===== src/rtl/imem_loader_pkg.sv =====
// rtl/imem_loader_pkg.sv - shared types and constants for the instruction-memory boot loader
package imem_loader_pkg;

  typedef enum logic [2:0] {
    CNT_HI,
    CNT_LO,
    WORD,
    WRITE,
    CSUM,
    RUN,
    ERR
  } state_t;

  localparam int BYTES_PER_WORD = 4;
  localparam int COUNT_BYTES    = 2;

endpackage


===== src/rtl/word_assembler.sv =====
// rtl/word_assembler.sv - big-endian byte-to-word shift register with byte position counter
module word_assembler
  import imem_loader_pkg::*;
(
  input  logic        clk,
  input  logic        reset,
  input  logic        clear,
  input  logic        load,
  input  logic [7:0]  byte_in,
  output logic [31:0] word,
  output logic        last_byte
);

  localparam int IDX_W = $clog2(BYTES_PER_WORD);

  logic [IDX_W-1:0] byte_idx;

  // First byte shifted in ends up in the MSB after a full word.
  always_ff @(posedge clk or posedge reset) begin
    if (reset) begin
      word     <= '0;
      byte_idx <= '0;
    end else if (clear) begin
      word     <= '0;
      byte_idx <= '0;
    end else if (load) begin
      word     <= {word[23:0], byte_in};
      byte_idx <= byte_idx + IDX_W'(1);
    end
  end

  assign last_byte = (byte_idx == IDX_W'(BYTES_PER_WORD - 1));

endmodule


===== src/rtl/imem_loader.sv =====
// rtl/imem_loader.sv - streams a checksummed image into instruction memory and releases the core
module imem_loader
  import imem_loader_pkg::*;
#(
  parameter int MAX_WORDS = 256,
  parameter int ADDR_W    = 32
) (
  input  logic              clk,
  input  logic              reset,
  input  logic              in_valid,
  input  logic [7:0]        in_data,
  output logic              in_ready,
  output logic              imem_we,
  output logic [ADDR_W-1:0] imem_addr,
  output logic [31:0]       imem_wdata,
  output logic              cpu_reset,
  output logic              done,
  output logic              error
);

  localparam logic [15:0] MAX_N = 16'(MAX_WORDS);

  state_t      state, state_next;
  logic [15:0] n_words;
  logic [15:0] word_idx;
  logic [7:0]  csum;
  logic [15:0] n_full;
  logic        n_bad;
  logic        last_word;
  logic        accept;
  logic [31:0] word;
  logic        last_byte;

  assign accept    = in_valid & in_ready;
  assign n_full    = {n_words[15:8], in_data};
  assign n_bad     = (n_full == 16'd0) || (n_full > MAX_N);
  assign last_word = (word_idx == n_words - 16'd1);

  word_assembler u_asm (
    .clk       (clk),
    .reset     (reset),
    .clear     (state == CNT_LO && accept),
    .load      (state == WORD && accept),
    .byte_in   (in_data),
    .word      (word),
    .last_byte (last_byte)
  );

  always_ff @(posedge clk or posedge reset) begin
    if (reset) state <= CNT_HI;
    else       state <= state_next;
  end

  always_comb begin
    state_next = state;
    case (state)
      CNT_HI: if (accept) state_next = CNT_LO;
      CNT_LO: if (accept) state_next = n_bad ? ERR : WORD;
      WORD:   if (accept && last_byte) state_next = WRITE;
      WRITE:  state_next = last_word ? CSUM : WORD;
      CSUM:   if (accept) state_next = (in_data == csum) ? RUN : ERR;
      default: state_next = state;
    endcase
  end

  always_ff @(posedge clk or posedge reset) begin
    if (reset) begin
      n_words  <= '0;
      word_idx <= '0;
      csum     <= '0;
    end else begin
      case (state)
        CNT_HI: if (accept) n_words <= {in_data, 8'h00};
        CNT_LO: if (accept) begin
          n_words[7:0] <= in_data;
          word_idx     <= '0;
          csum         <= '0;
        end
        WORD:   if (accept) csum <= csum ^ in_data;
        WRITE:  if (!last_word) word_idx <= word_idx + 16'd1;
        default: ;
      endcase
    end
  end

  // Ready is forced low during reset so no byte can be lost across the release edge.
  assign in_ready   = !reset && (state == CNT_HI || state == CNT_LO ||
                                 state == WORD   || state == CSUM);
  assign imem_we    = (state == WRITE);
  assign imem_addr  = imem_we ? (ADDR_W'(word_idx) << 2) : '0;
  assign imem_wdata = imem_we ? word : '0;
  assign cpu_reset  = (state != RUN);
  assign done       = (state == RUN);
  assign error      = (state == ERR);

endmodule


===== config.mk =====
export PLATFORM = sky130hd
export DESIGN_NAME = imem_loader
export DESIGN_NICKNAME = d
export VERILOG_FILES = /design/src/rtl/imem_loader_pkg.sv /design/src/rtl/word_assembler.sv /design/src/rtl/imem_loader.sv
export SDC_FILE = /design/constraint.sdc
export NUM_CORES = 1
export LEC_CHECK = 0
export CORE_MARGIN = 5
export CORE_UTILIZATION = 54
export DETAILED_ROUTE_END_ITERATION = 10
export MAX_ROUTING_LAYER = met4
export PLACE_DENSITY = 0.85
export SKIP_LAST_GASP = 1
export SLEW_MARGIN = 10
export SYNTH_ARGS = -nofsm -noshare
export SYNTH_HDL_FRONTEND = slang
export SYNTH_HIERARCHICAL = 1
export SYNTH_SLANG_ARGS = --single-unit

===== constraint.sdc =====
create_clock -name clk -period 3.86 [get_ports clk]
set_input_delay 0.579 -clock clk [delete_from_list [all_inputs] [get_ports clk]]
set_output_delay 0.579 -clock clk [all_outputs]
set_load 0.05 [all_outputs]

* Yosys cells after proc, flatten, opt, wreduce, memory -nomap -nowiden
Cells that the tools add are included.
** Word-level totals
- Flip-flop bits (word level) :: 77
- Bits in latches :: 0
- Memory bits (writable) :: 0
- ROM bits :: 0
- Input port bits :: 11
- Output and inout bits :: 69
- Memories :: 0
** Cells by class
- Add/subtract/negate cells :: 3
- Multiply operators :: 0
- Div/mod/pow operators :: 0
- Order comparisons :: 1
- Equality and inequality tests :: 16
- Shift operators :: 0
- Multiplexer cells :: 23
- Bitwise logic cells :: 2
- Reductions and logical operators :: 21
** Operators with widths (count)
- 2-to-1 mux 32 bit :: 3
- 2-to-1 mux 16 bit :: 2
- 2-to-1 mux 8 bit :: 4
- case mux 16 bit (2 select lines) :: 1
- case mux 8 bit (2 select lines) :: 2
- 2-to-1 mux 18 bit :: 1
- 2-to-1 mux 3 bit :: 6
- adder 16 x 1 -> 16 bit (second input constant) :: 1
- equality test 16 bit :: 1
- greater-than comparator 16 x 9 -> 1 bit (second input constant) :: 1
- zero test 16 bit :: 1
- subtractor 16 x 1 -> 16 bit (second input constant) :: 1
- case mux 3 bit (5 select lines) :: 1
- != test 2 bit (second input constant) :: 6
- equality test 3 bit (second input constant) :: 3
- AND reduction 3 bit :: 3
- equality test 8 bit :: 1
- nonzero test 2 bit :: 4
- bitwise XOR 8 bit :: 1
- equality test 3 x 2 -> 1 bit (second input constant) :: 2
- 2-to-1 mux 2 bit :: 3
- AND reduction 5 bit :: 1
- nonzero test 5 bit :: 1
- logical AND 1 bit :: 4
- 9 further kinds :: 12

* Logic depth before layout (Yosys ltp)
- Word-level depth :: 9
- Gate-level depth with buffers :: 12

* By module
Netlist, hierarchy kept.
** Modules (own cells, without submodules)
- imem_loader :: instances 1, cells each 433, area an instance 3483.3 um^2, sequential area each 1076.0 um^2
- word_assembler :: instances 1, cells each 112, area an instance 1422.6 um^2, sequential area each 850.8 um^2

* Worst setup path after synthesis
OpenSTA, ideal clock, no wires.
- Path kind :: input -> register
- Start :: in reset
- End :: reg n_words[10]
- Library setup time :: 0.125 ns
- Data arrival time :: 3.005 ns
- Slack :: 0.730 ns
- Stages :: 6
- Buffers on the path :: 0
- Path through :: inv_1 > nand2_1 > nor2_1 > nand2_1 > nor2_1 > mux2_2
** On the way
- Longest elaborated chain between the ends :: 4
** Ends and longest elaborated chain
- from (decl) :: line imem_loader.sv:9 : input logic reset,
- zero test 1 bit :: line imem_loader.sv:87 : assign in_ready = !reset && (state == CNT_HI || state == CNT_LO ||
- logical AND 1 bit :: line imem_loader.sv:87
- bitwise AND 1 bit :: line imem_loader.sv:34 : assign accept = in_valid & in_ready;
- AND reduction 2 bit (no line)
- to (signal assigned) :: line imem_loader.sv:73 : CNT_HI: if (accept) n_words <= {in_data, 8'h00};
- to (decl) :: line imem_loader.sv:24 : logic [15:0] n_words;
Every way passes these cells.
A chain may end at the register's enable or synchronous reset.

* Worst setup path in the final report
- Start :: reg state[1]
- End :: out imem_wdata[7]
** On the way
- Longest elaborated chain between the ends :: 2
** Ends and longest elaborated chain
- from (decl) :: line imem_loader.sv:23 : state_t state, state_next;
- from (signal assigned) :: line imem_loader.sv:51 : else state <= state_next;
- equality test 3 x 2 -> 1 bit :: line imem_loader.sv:89 : assign imem_we = (state == WRITE);
- 2-to-1 mux 32 bit :: line imem_loader.sv:91 : assign imem_wdata = imem_we ? word : '0;
- to (decl) :: line imem_loader.sv:15 : output logic [31:0] imem_wdata,
Every way passes these cells.

==> impl_metrics.ini <==
[sta]
rsz0062_at_grt = false
report.final.slew_viol_count = 0
slew_headroom = 0.464
min_period_over_period = 0.914
max_freq_mhz = 283
hold_viol_final = 0
tns_ns = 0
fin_worst_skew_ns = 0.0136
period_minus_slack_ns = 3.53
setup_viol = 0
worst_slew_pin_slew_ns = 0.796

[power_and_ir_drop]
p_leak_nw = 2.37
ir_drop_v = 0.000187
power_density_mw_per_mm2 = 293

[synthesis]
async_flop_share = 1.00
synth_most_common_cell = dfrtp_1
synth-edff-count = 0
yosys_warnings = 6
ys_ff_latch = 77
ys_seq_area_frac = 0.393
synth-main-ff-cell = dfrtp_1
postSynthCellCount = 545
synth_area_leaders = dfrtp_1 39%, mux2i_1 8.8%, and2_1 5.9%
synth_area_mm2 = 0.00491
synth_top_area_share = 0.393
avgSynthCellArea_um2 = 9.00
ys_types = 64
yosys.area.top_type = dfrtp_1
ys_top_cells_by_count = 77 x dfrtp_1, 57 x nand2_1, 55 x nor2_1

[drt]
drtIter0Drc = 405
postRouteWirelength_um = 12200
antenna_left = 0
routedWlPerCell_um = 17.4
route.detailed.drc = 0
dr_total_vias = 4205
via_per_inst = 5.99
dr.pass1.iters = 5

[placed_design]
dp_hpwl_um = 8450
port_buffers = 63
place.gp.congestion = 0.971
postPlaceCellArea_mm2 = 0.00542

[setup_path]
crit_path_max_incr_delay_ns = 0.81
crit_required_ns = 3.28
cp.arrival_ns = 2.95
path_max_fanout = 47
worst-path-buf-inv = 3
crit_slowest_cell = clkdlybuf4s50_1
end_kind = output port
crit_path_cell_trace = nand2_1 -> or2_2 -> inv_1 -> buf_4 -> and2_1 -> clkdlybuf4s50_1
crit_type = flip-flop to output port
start_kind = flip-flop
cp_top_family = buffers and inverters

[die]
placementRows = 34
start_util = 0.557
pin_count = 80
die_x_um = 105
die-area_mm2 = 0.0111
core_mm2 = 0.00881
chipHeight_um = 105

[layout]
layout-drive-gt1-share = 0.0707
syn_to_final_growth_pct = 15.5
diodes = 0
final_area_mm2 = 0.00566
nets = 604

[cts]
cts_num_sinks = 77
cts_tree = built
clk_path_buf_depth = 2
cts_buffers = 9
cts-htree-levels = 3
holdBufCountCts = 0
cts_root_buffer = clkbuf_8
cts_resized = 0
cts.clk_slew.worst_paths_ns = 0.08
post_cts_buffers = 0
insertion_delay_ns = 0.36

[global_routing]
grt_usage = 0.228
grt_pass1_wl_um = 20400
grt_overflow = 0
grt_pass1_vias = 4043
grt_max_degree = 48
antenna_found_initial = 0

[run_status]
outcome = finished clean

[hold_path]
hold_class = input port to asynchronous set/reset pin

[job]
cap_violations = 0
==> final cells by class <==
type / count / area, um^2
clock buffer: 10 / 138
clock inverter: 5 / 108
fill: 702 / 3140
inverter: 15 / 56.3
multi-input combinational: 418 / 2630
sequential: 77 / 1930
tap: 108 / 135
timing repair buffer: 69 / 673
==> where the power goes <==
| group | leakage, nW | switching (mW) | internal (mW) |
|---|---|---|---|
| combinational | 1.23 | 0.0737 | 0.0168 |
| sequential | 1.02 | 0.000273 | 0.806 |
| clock | 0.123 | 0.313 | 0.447 |
==> routing by layer <==
layer | vias to the layer above | wire [um] | part of all wire | track usage
met3 | 40 | 871 | 0.071 | 0.0379
met4 | 0 | 297 | 0.024 | 0.0787
li1 | 1945 | - | - | -
met1 | 2004 | 5180 | 0.42 | 0.300
met5 | - | 0 | 0 | -
met2 | 216 | 5860 | 0.48 | 0.359
==> cells in the final DEF, fill, tap and decap left out, drive strengths merged, types with 9 or more instances in the layout <==
cell type	count
a21oi	20
and2	46
clkbuf	10
clkdlybuf4s50	62
conb	16
dfrtp	77
inv	15
mux2i	43
nand2	57
nand2b	9
nand3	10
nor2	56
nor3	12
nor4	11
o21ai	36
or4	9
xor2	15
==> worst paths after layout <==
check,startpoint,endpoint,slack (ns),cells past startpoint
max in group asynchronous,reset,word_idx[14],2.67,3
max,state[1],imem_wdata[7],0.33,6
max reg2reg,n_words[0],word_idx[14],0.68,9
min reg2reg,csum[4],csum[4],0.51,1
min,reset,u_asm/word[2],0.43,2
min in group clk,csum[4],csum[4],0.51,1
==> state kept, by name, summed over array words and instances, names as in the netlist <==
register,count
u_asm/word,32
u_asm/byte_idx,2
csum,8
state,3
n_words,16
word_idx,16
==> cell families (layout without fill, tap and decap cells) <==
family,count (synthesis),count (layout),synth area share
XOR/XNOR,22,22,0.0421
buffers and inverters,65,99,0.0831
flip-flops,77,77,0.393
adder cells (fa/ha/maj),3,3,0.00765
AO/OA/AOI/OAI,85,85,0.107
AND/OR/NAND/NOR,242,242,0.263
other,1,16,0.000764
multiplexers,50,50,0.104
==> metrics by stage <==
stage | hold WS [ns] | utilization | power [mW] | setup slack, ns | std cells
after global placement | 0.491 | 0.615 | 0.912 | 0.803 | 687
final | 0.434 | 0.643 | 1.66 | 0.332 | 702
after floorplan | 0.470 | - | 0.894 | 0.730 | 560
after CTS | 0.434 | 0.643 | 1.67 | 0.340 | 702
after global routing | 0.457 | 0.643 | 1.70 | 0.182 | 702
after detailed placement | 0.491 | 0.615 | 0.913 | 0.721 | 687
Note: power is estimated with default switching activity, not from simulation.
